$ cat src/rtl/bp_ras_ctrl_pkg.sv
// Shared constants for the branch-predictor RAS controller: address width,
// prediction kind encoding, RISC-V opcode/funct3 values and the link-register test.
// Combinational helpers only; no state.
package bp_ras_ctrl_pkg;

  localparam int ADDR_WIDTH = 32;

  typedef enum logic [1:0] {
    BP_KIND_NONE = 2'd0,
    BP_KIND_CALL = 2'd1,
    BP_KIND_RET  = 2'd2,
    BP_KIND_JUMP = 2'd3
  } bp_kind_e;

  localparam logic [6:0] OPC_JAL  = 7'b1101111;
  localparam logic [6:0] OPC_JALR = 7'b1100111;
  localparam logic [2:0] F3_JALR  = 3'b000;

  // x1 (ra) and x5 (t0) are the ABI link registers.
  function automatic logic is_link(input logic [4:0] r);
    return (r == 5'd1) || (r == 5'd5);
  endfunction

endpackage

$ cat src/rtl/bp_ras_ctrl_decode.sv
// Instruction classifier for the RAS controller: call / return / jump / other.
// Purely combinational, zero latency.
// No handshake; the caller qualifies the push/pop hints with its own accept.
// Optional feature macro: BP_RAS_COROUTINE_EN (coroutine JALR swaps the RAS top).
module bp_ras_ctrl_decode
  import bp_ras_ctrl_pkg::*;
(
  input  logic [ADDR_WIDTH-1:0] pc,
  input  logic [31:0]           inst,
  output bp_kind_e              kind,
  output logic                  is_push,
  output logic                  is_pop,
  output logic                  known_jump,
  output logic [ADDR_WIDTH-1:0] jal_target
);

  logic [6:0]  opcode;
  logic [2:0]  funct3;
  logic [4:0]  rd;
  logic [4:0]  rs1;
  logic [20:0] j_imm;
  logic        rd_link;
  logic        rs1_link;

  assign opcode   = inst[6:0];
  assign rd       = inst[11:7];
  assign funct3   = inst[14:12];
  assign rs1      = inst[19:15];
  assign j_imm    = {inst[31], inst[19:12], inst[20], inst[30:21], 1'b0};
  assign rd_link  = is_link(rd);
  assign rs1_link = is_link(rs1);

  // JAL target wraps modulo the address space.
  assign jal_target = pc + {{(ADDR_WIDTH-21){j_imm[20]}}, j_imm};

  // Classify the instruction and derive its RAS action.
  always_comb begin
    kind       = BP_KIND_NONE;
    is_push    = 1'b0;
    is_pop     = 1'b0;
    known_jump = 1'b0;
    if (opcode == OPC_JAL) begin
      known_jump = 1'b1;
      if (rd_link) begin
        kind    = BP_KIND_CALL;
        is_push = 1'b1;
      end else begin
        kind = BP_KIND_JUMP;
      end
    end else if (opcode == OPC_JALR && funct3 == F3_JALR) begin
      if (!rd_link && !rs1_link) begin
        // Indirect jump: target comes from a register we cannot see.
        kind = BP_KIND_JUMP;
      end else if (rd_link && !rs1_link) begin
        kind    = BP_KIND_CALL;
        is_push = 1'b1;
      end else if (!rd_link && rs1_link) begin
        kind       = BP_KIND_RET;
        is_pop     = 1'b1;
        known_jump = 1'b1;
      end else if (rd == rs1) begin
        kind    = BP_KIND_CALL;
        is_push = 1'b1;
      end else begin
`ifdef BP_RAS_COROUTINE_EN
        // Coroutine swap: return to the top, then push our own link.
        kind       = BP_KIND_RET;
        is_push    = 1'b1;
        is_pop     = 1'b1;
        known_jump = 1'b1;
`else
        kind    = BP_KIND_CALL;
        is_push = 1'b1;
`endif
      end
    end
  end

endmodule

$ cat src/rtl/bp_ras_ctrl.sv
// RAS controller: decodes accepted fetch instructions, strobes the RAS, registers a prediction.
// Latency: prediction valid one cycle after accept; RAS strobes are same-cycle combinational.
// Backpressure: one-entry output stage; fetch ready only when the stage is empty or being drained.
// Optional feature macro: BP_RAS_COROUTINE_EN.
module bp_ras_ctrl
  import bp_ras_ctrl_pkg::*;
(
  input  logic                  clk,
  input  logic                  rst,
  input  logic                  flush,
  input  logic                  fetch_bp_valid,
  input  logic [ADDR_WIDTH-1:0] fetch_bp_pc,
  input  logic [31:0]           fetch_bp_inst,
  output logic                  bp_fetch_ready,
  output logic                  bp_decode_valid,
  output logic [ADDR_WIDTH-1:0] bp_decode_pc,
  output logic                  bp_decode_jump,
  output logic [ADDR_WIDTH-1:0] bp_decode_target,
  output logic [1:0]            bp_decode_kind,
  input  logic                  decode_bp_ready,
  output logic [ADDR_WIDTH-1:0] bp_ras_addr,
  output logic                  bp_ras_push,
  output logic                  bp_ras_pop,
  input  logic [ADDR_WIDTH-1:0] ras_bp_addr,
  output logic                  bp_csrf_call_add,
  output logic                  bp_csrf_ret_add
);

  bp_kind_e              dec_kind;
  logic                  dec_push;
  logic                  dec_pop;
  logic                  dec_known;
  logic [ADDR_WIDTH-1:0] dec_jal_target;
  logic [ADDR_WIDTH-1:0] next_target;
  logic                  accept;

  bp_ras_ctrl_decode u_decode (
    .pc         (fetch_bp_pc),
    .inst       (fetch_bp_inst),
    .kind       (dec_kind),
    .is_push    (dec_push),
    .is_pop     (dec_pop),
    .known_jump (dec_known),
    .jal_target (dec_jal_target)
  );

  assign bp_fetch_ready = !flush && (!bp_decode_valid || decode_bp_ready);
  assign accept         = fetch_bp_valid && bp_fetch_ready;

  // Strobes only on accept so a stalled offer never touches the RAS twice.
  assign bp_ras_push = accept && dec_push;
  assign bp_ras_pop  = accept && dec_pop;
  assign bp_ras_addr = fetch_bp_pc + ADDR_WIDTH'(4);

  // Returns take the pre-pop RAS top; everything else known uses the JAL adder.
  assign next_target = !dec_known ? '0 : (dec_pop ? ras_bp_addr : dec_jal_target);

  // Output stage: flush drops it, accept (re)loads it, a consume without accept empties it.
  always_ff @(posedge clk) begin
    if (rst) begin
      bp_decode_valid  <= 1'b0;
      bp_decode_pc     <= '0;
      bp_decode_jump   <= 1'b0;
      bp_decode_target <= '0;
      bp_decode_kind   <= BP_KIND_NONE;
    end else if (flush) begin
      bp_decode_valid <= 1'b0;
    end else if (accept) begin
      bp_decode_valid  <= 1'b1;
      bp_decode_pc     <= fetch_bp_pc;
      bp_decode_jump   <= dec_known;
      bp_decode_target <= next_target;
      bp_decode_kind   <= dec_kind;
    end else if (decode_bp_ready) begin
      bp_decode_valid <= 1'b0;
    end
  end

  // Performance-counter pulses follow the RAS strobes; flush does not cancel them.
  always_ff @(posedge clk) begin
    if (rst) begin
      bp_csrf_call_add <= 1'b0;
      bp_csrf_ret_add  <= 1'b0;
    end else begin
      bp_csrf_call_add <= bp_ras_push;
      bp_csrf_ret_add  <= bp_ras_pop;
    end
  end

endmodule

$ cat config.mk
export PLATFORM = sky130hd
export DESIGN_NAME = bp_ras_ctrl
export DESIGN_NICKNAME = d
export VERILOG_FILES = /design/src/rtl/bp_ras_ctrl_pkg.sv /design/src/rtl/bp_ras_ctrl_decode.sv /design/src/rtl/bp_ras_ctrl.sv
export SDC_FILE = /design/constraint.sdc
export NUM_CORES = 1
export LEC_CHECK = 0
export BUFFER_PORTS_ARGS = -buffer_cell sky130_fd_sc_hd__buf_2
export CAP_MARGIN = 40
export CORE_ASPECT_RATIO = 1.5
export CORE_MARGIN = 3
export CORE_UTILIZATION = 30
export DETAILED_ROUTE_END_ITERATION = 8
export SYNTH_ARGS = -nofsm -noshare
export SYNTH_HDL_FRONTEND = slang
export SYNTH_SLANG_ARGS = --single-unit
$ cat constraint.sdc
create_clock -name clk -period 2.6 [get_ports clk]
set_input_delay 0.26 -clock clk [delete_from_list [all_inputs] [get_ports clk]]
set_output_delay 0.26 -clock clk [all_outputs]
set_load 0.02 [all_outputs]
After elaboration in Yosys (flattened, before gate mapping):

Cells that the tools add are included.

* memories: 0
* bits in writable memories: 0
* output and inout port bits: 105
* flip-flop bits (word level): 70
* bits in read-only memories: 0
* input bits: 101
* logic and storage cells: 57
* bits in latches: 0

* add/sub/neg operators: 2
* eq/ne operators: 6
* reductions and logical operators: 19
* bitwise gates (word level): 1
* divide/modulo/power cells: 0
* shifts and indexed selects: 0
* magnitude comparators: 0
* muxes and demuxes: 22
* multipliers: 0

Operators with widths (number)
* $mux 32: 2
* $add 32x3->32 const B: 1
* $add 32x32->32: 1
* $eq 7x7->1 const B: 2
* $mux 1: 14
* $mux 2: 6
* $eq 5x1->1 const B: 2
* $eq 5x3->1 const B: 2
* $logic_and 1x1->1: 8
* $logic_not 1->1: 4
* $logic_not 3->1: 1
* $logic_or 1x1->1: 3
* $reduce_and 2->1: 1
* $reduce_bool 2->1: 1
* $reduce_or 2->1: 1
* $not 1->1: 1

Longest topological paths before layout:

* depth in word-level cells: 11
* mapped depth: 10
* gate-level depth less buffers: 10

Modules after synthesis:

A second synthesis with hierarchy kept.

* cells, all modules: 663
* area, all modules: 5183.7 um^2

By module, submodules not included
* bp_ras_ctrl: sequential area each 1401.3 um^2, cells an instance 428, instances 1, area an instance 3464.6 um^2
* bp_ras_ctrl_decode: sequential area each 0.0 um^2, cells an instance 235, instances 1, area an instance 1719.1 um^2

Worst setup path before layout:

No wires, ideal clock.

* path type: in2reg
* from: input fetch_bp_pc[1]
* to: register bp_decode_target[25]
* arrival: 2175 ps
* path buffers: 0
* library setup time: 127 ps
* data required time: 2473 ps
* setup slack: 298 ps
* stages: 10
* path through: ha_1 > inv_1 > fa_1 > and2b_1 > o211ai_1 > a21oi_2 > a311o_1 > nor2_1 > o31a_1 > or3_1

* longest elaborated chain between the ends: 3

Ends and longest elaborated chain
* start: declaration: line bp_ras_ctrl.sv:12 `input logic [ADDR_WIDTH-1:0] fetch_bp_pc,`
* $add 32x32->32: line bp_ras_ctrl_decode.sv:34 `assign jal_target = pc + {{(ADDR_WIDTH-21){j_imm[20]}}, j_imm};`
* $mux 32 (2 in a row): line bp_ras_ctrl.sv:56 `assign next_target = !dec_known ? '0 : (dec_pop ? ras_bp_addr : dec_jal_target);`
* end signal: assignment: line bp_ras_ctrl.sv:72 `bp_decode_target <= next_target;`
* end: declaration: line bp_ras_ctrl.sv:18 `output logic [ADDR_WIDTH-1:0] bp_decode_target,`

No other way between the ends.
A chain may end at the register's enable or synchronous reset.

Worst setup path after layout:

* from: register bp_decode_valid
* to: output bp_ras_push

* longest elaborated chain between the ends: 5

Ends and longest elaborated chain
* start: declaration: line bp_ras_ctrl.sv:15 `output logic bp_decode_valid,`
* start signal: assignment: line bp_ras_ctrl.sv:61 `bp_decode_valid <= 1'b0;`
* start signal: assignment: line bp_ras_ctrl.sv:67 `bp_decode_valid <= 1'b0;`
* start signal: assignment: line bp_ras_ctrl.sv:69 `bp_decode_valid <= 1'b1;`
* $logic_not 1->1: line bp_ras_ctrl.sv:47 `assign bp_fetch_ready = !flush && (!bp_decode_valid || decode_bp_ready);`
* $logic_or 1x1->1: line bp_ras_ctrl.sv:47
* $logic_and 1x1->1: line bp_ras_ctrl.sv:47
* $logic_and 1x1->1: line bp_ras_ctrl.sv:48 `assign accept = fetch_bp_valid && bp_fetch_ready;`
* $logic_and 1x1->1: line bp_ras_ctrl.sv:51 `assign bp_ras_push = accept && dec_push;`
* end: declaration: line bp_ras_ctrl.sv:22 `output logic bp_ras_push,`

No other way between the ends.

==> results.md <==
* HP Class: primary input to flip-flop
* Yosys top cell area share at 0.280
* Most common cell after layout, fill and taps aside: buf_2
* Max-slew violation count at 0
* IO Pins at slightly above 200
* Die width at around 110 um
* Post-Place Cells at around 1,100
* Clock sinks at 70
* Cell Area, Synth at 0.00500 mm2
* Share of cells above drive strength 1 at 0.324
* Max-cap violation count at 0
* Die area at ~0.018 mm2
* Chip height at between 150 and 200 um
* Initial core utilization at 0.307
* Worst-path fanout max at 26
* YS warnings at 0
* RSZ-0062 raised after global routing: no
* DR pass1 iterations at 5
* DRC Markers at 0
* WL final at approximately 19,000 um
* All-layer global routing usage at 0.196
* Reg2Reg Setup Slack at around 550 ps
* DP Area at 0.00648 mm2
* Most frequent cells in the layout: 204 x buf_2, 126 x nand2_1, 73 x a21oi_1
* Status: finished, final reports clean
* Top cell type by total area after synthesis: dfxtp_1
* Reg2Reg Launch Point: bp_decode_valid
* Core Area at around 0.016 mm2
* Hold Fails Final Rpt at 0
* Number of synthesized flops with an enable pin at 0
* Initial antenna violation count at 0
* CTS tree: yes
* Cts bufs inserted at 9
* Signal arrival time at the worst endpoint at approximately 2100 ps
* CP bufs+invs at 2
* # resized after CTS at 0
* Tcrit/Tclk final at 0.906
* Worst stage delay on the critical path at ~380 ps
* Worst hold slack at between 100 and 150 ps
* Endpoints failing setup at 0
* Grt total ovfl at 0
* DR iter-0 viols at about 340
* Syn Area/Cell at about 7.7 um2
* Rel. slew slack at 0.627
* # hold bufs at CTS at 0
* Crit path max-delay cell type: buf_4
* Critical Path Source: bp_decode_valid
* Setup CP Type: flip-flop to primary output
* Final HPWL DP at between 15,000 and 20,000 um
* Post-Synthesis Cells at between 600 and 700
* Clock slew at reported path FFs at 60 ps
* Post-synth ARST share at 0
* Routability cong. at between 0.9 and 1
* Top FF cell, synth: dfxtp_1
* Largest net degree at the start of global routing at 49
* Min-delay src: flush
* VDD IR max at roughly 0.34 mV
* Final Util at 0.420
* Non-Filler Instances at 1,091
* Fillers at ~1,700
* WL/cell at roughly 17 um
* P&R area growth vs syn at 36.7%
* Global-route wire length before repair at 28,300 um
* Leak at between 3 and 4 nW
* H-Tree Depth at 3
* Synthesis-stage register bit count at 70
* Post-CTS setup buffer count at 0
* Clock latency at the later pin of the worst-skew pair at around 340 ps
* Largest delay contributor family on the critical path: simple AND/OR/NAND/NOR gates
* Seq/Total Area, Yosys at 0.280
* CTS Buffer Depth at 2
* Slew at the pin closest to its max-slew limit at about 560 ps
* CP Cell Sequence: nor2b_1 > nor3b_2 > buf_4 > nand2_1 > nor3_1 > buf_2
* Design area at 0.00683 mm2
* Row count at 57
* Port bufs at 204
* Post-route ant nets at 0
* Crit end category: primary output
* Final nets at roughly 1,000
* Layout Skew at 4.74 ps
* Min cycle time layout at 2360 ps
* Vias at about 5,600
* Via-per-instance ratio at between 5 and 6
* Fmax at roughly 420 MHz
* CP required at ~2300 ps
* Distinct cells, synth at 73
* Syn_nets at 786
* Pwr Density at just over 500 mW/mm2
* Root buf cell: clkbuf_16
* Synth area leaders: dfxtp_1 28%, nand2_1 9.5%, ha_1 7.8%, a21oi_1 7.3%, xnor2_1 5.4%
* Number of global-route vias before repair at between 5,000 and 6,000
* Startpoint Class: flip-flop
[worst reg2reg max path: cells and delay by family (launching register included)]
kind / cells / cell delay [ps]
compound gates: 2 / 190
flops: 1 / 300
simple gates: 5 / 1520
[sequential cells by signal, indices dropped and copies added, names as in the netlist]
register and flops:
bp_decode_jump 1, bp_csrf_call_add 1, bp_decode_valid 1, bp_decode_kind 2, bp_decode_pc 32, bp_decode_target 32
bp_csrf_ret_add 1
[worst paths after layout]
kind	to	cells past startpoint
worst max-delay path	bp_ras_push	6
worst min-delay path	bp_decode_valid	2
worst max register to register	bp_decode_target[28]	7
worst min register to register	bp_decode_pc[15]	2
[layer usage]
metal	vias up	global-route usage	part of all wire	wire, um
met5	-	0	0	0
met3	28	0.0302	0.049	899
met2	168	0.388	0.57	10500
met4	0	0.0885	0.028	511
li1	2810	-	-	-
met1	2560	0.200	0.36	6580
[synth_stat cells, drive strengths merged, types with 4 or more instances]
cell / number
a211oi: 5
a21o: 7
a21oi: 76
a22o: 5
a22oi: 18
a2bb2oi: 4
a31oi: 4
and2: 4
and3: 7
buf: 15
clkbuf: 19
dfxtp: 70
ha: 31
inv: 7
mux2i: 4
nand2: 128
nand2b: 5
nand3: 11
nand4: 16
nor2: 47
nor2b: 4
nor3: 19
nor4: 6
o21a: 7
o21ai: 26
o21bai: 4
o22ai: 11
or3: 8
xnor2: 31
xor2: 17
[final cells by class]
class | instances | area, um2 | area share
Antenna cell | 2 | 5.00 | 0.000733
Clock buffer | 10 | 239 | 0.0350
Clock inverter | 5 | 108 | 0.0158
Inverter | 7 | 26.3 | 0.00385
Multi-Input combinational cell | 542 | 3420 | 0.501
Sequential cell | 70 | 1400 | 0.205
Tap cell | 206 | 258 | 0.0377
Timing Repair Buffer | 249 | 1370 | 0.201
[report_power, final]
| group | leakage, nW | internal (mW) | switching, mW |
|---|---|---|---|
| Combinational | 2.34 | 0.361 | 0.554 |
| Sequential | 0.568 | 1.10 | 0.0112 |
| Clock | 0.169 | 0.962 | 0.500 |
[cell families (layout without fill, tap and decap cells)]
logic type	count (synthesis)	in the layout	synth area share
AND/OR/NAND/NOR	268	268	0.256
AO/OA/AOI/OAI	190	190	0.253
flip-flops	70	70	0.280
XOR/XNOR	48	48	0.0841
buffers and inverters	41	271	0.0366
adder cells (fa/ha/maj)	32	32	0.0816
multiplexers	4	4	0.00801
other	0	2	0
[per-stage QoR]
stage / worst slack [ps] / TNS [ps] / total power, mW
after floorplan: 298 / 0 / 1.68
after global placement: 25.7 / 0 / 2.05
after detailed placement: -25.3 / -25.3 / 2.05
after CTS: 205 / 0 / 3.54
after global routing: 23.9 / 0 / 3.66
final: 244 / 0 / 3.48
No activity file was read; power rests on OpenSTA's default activity.
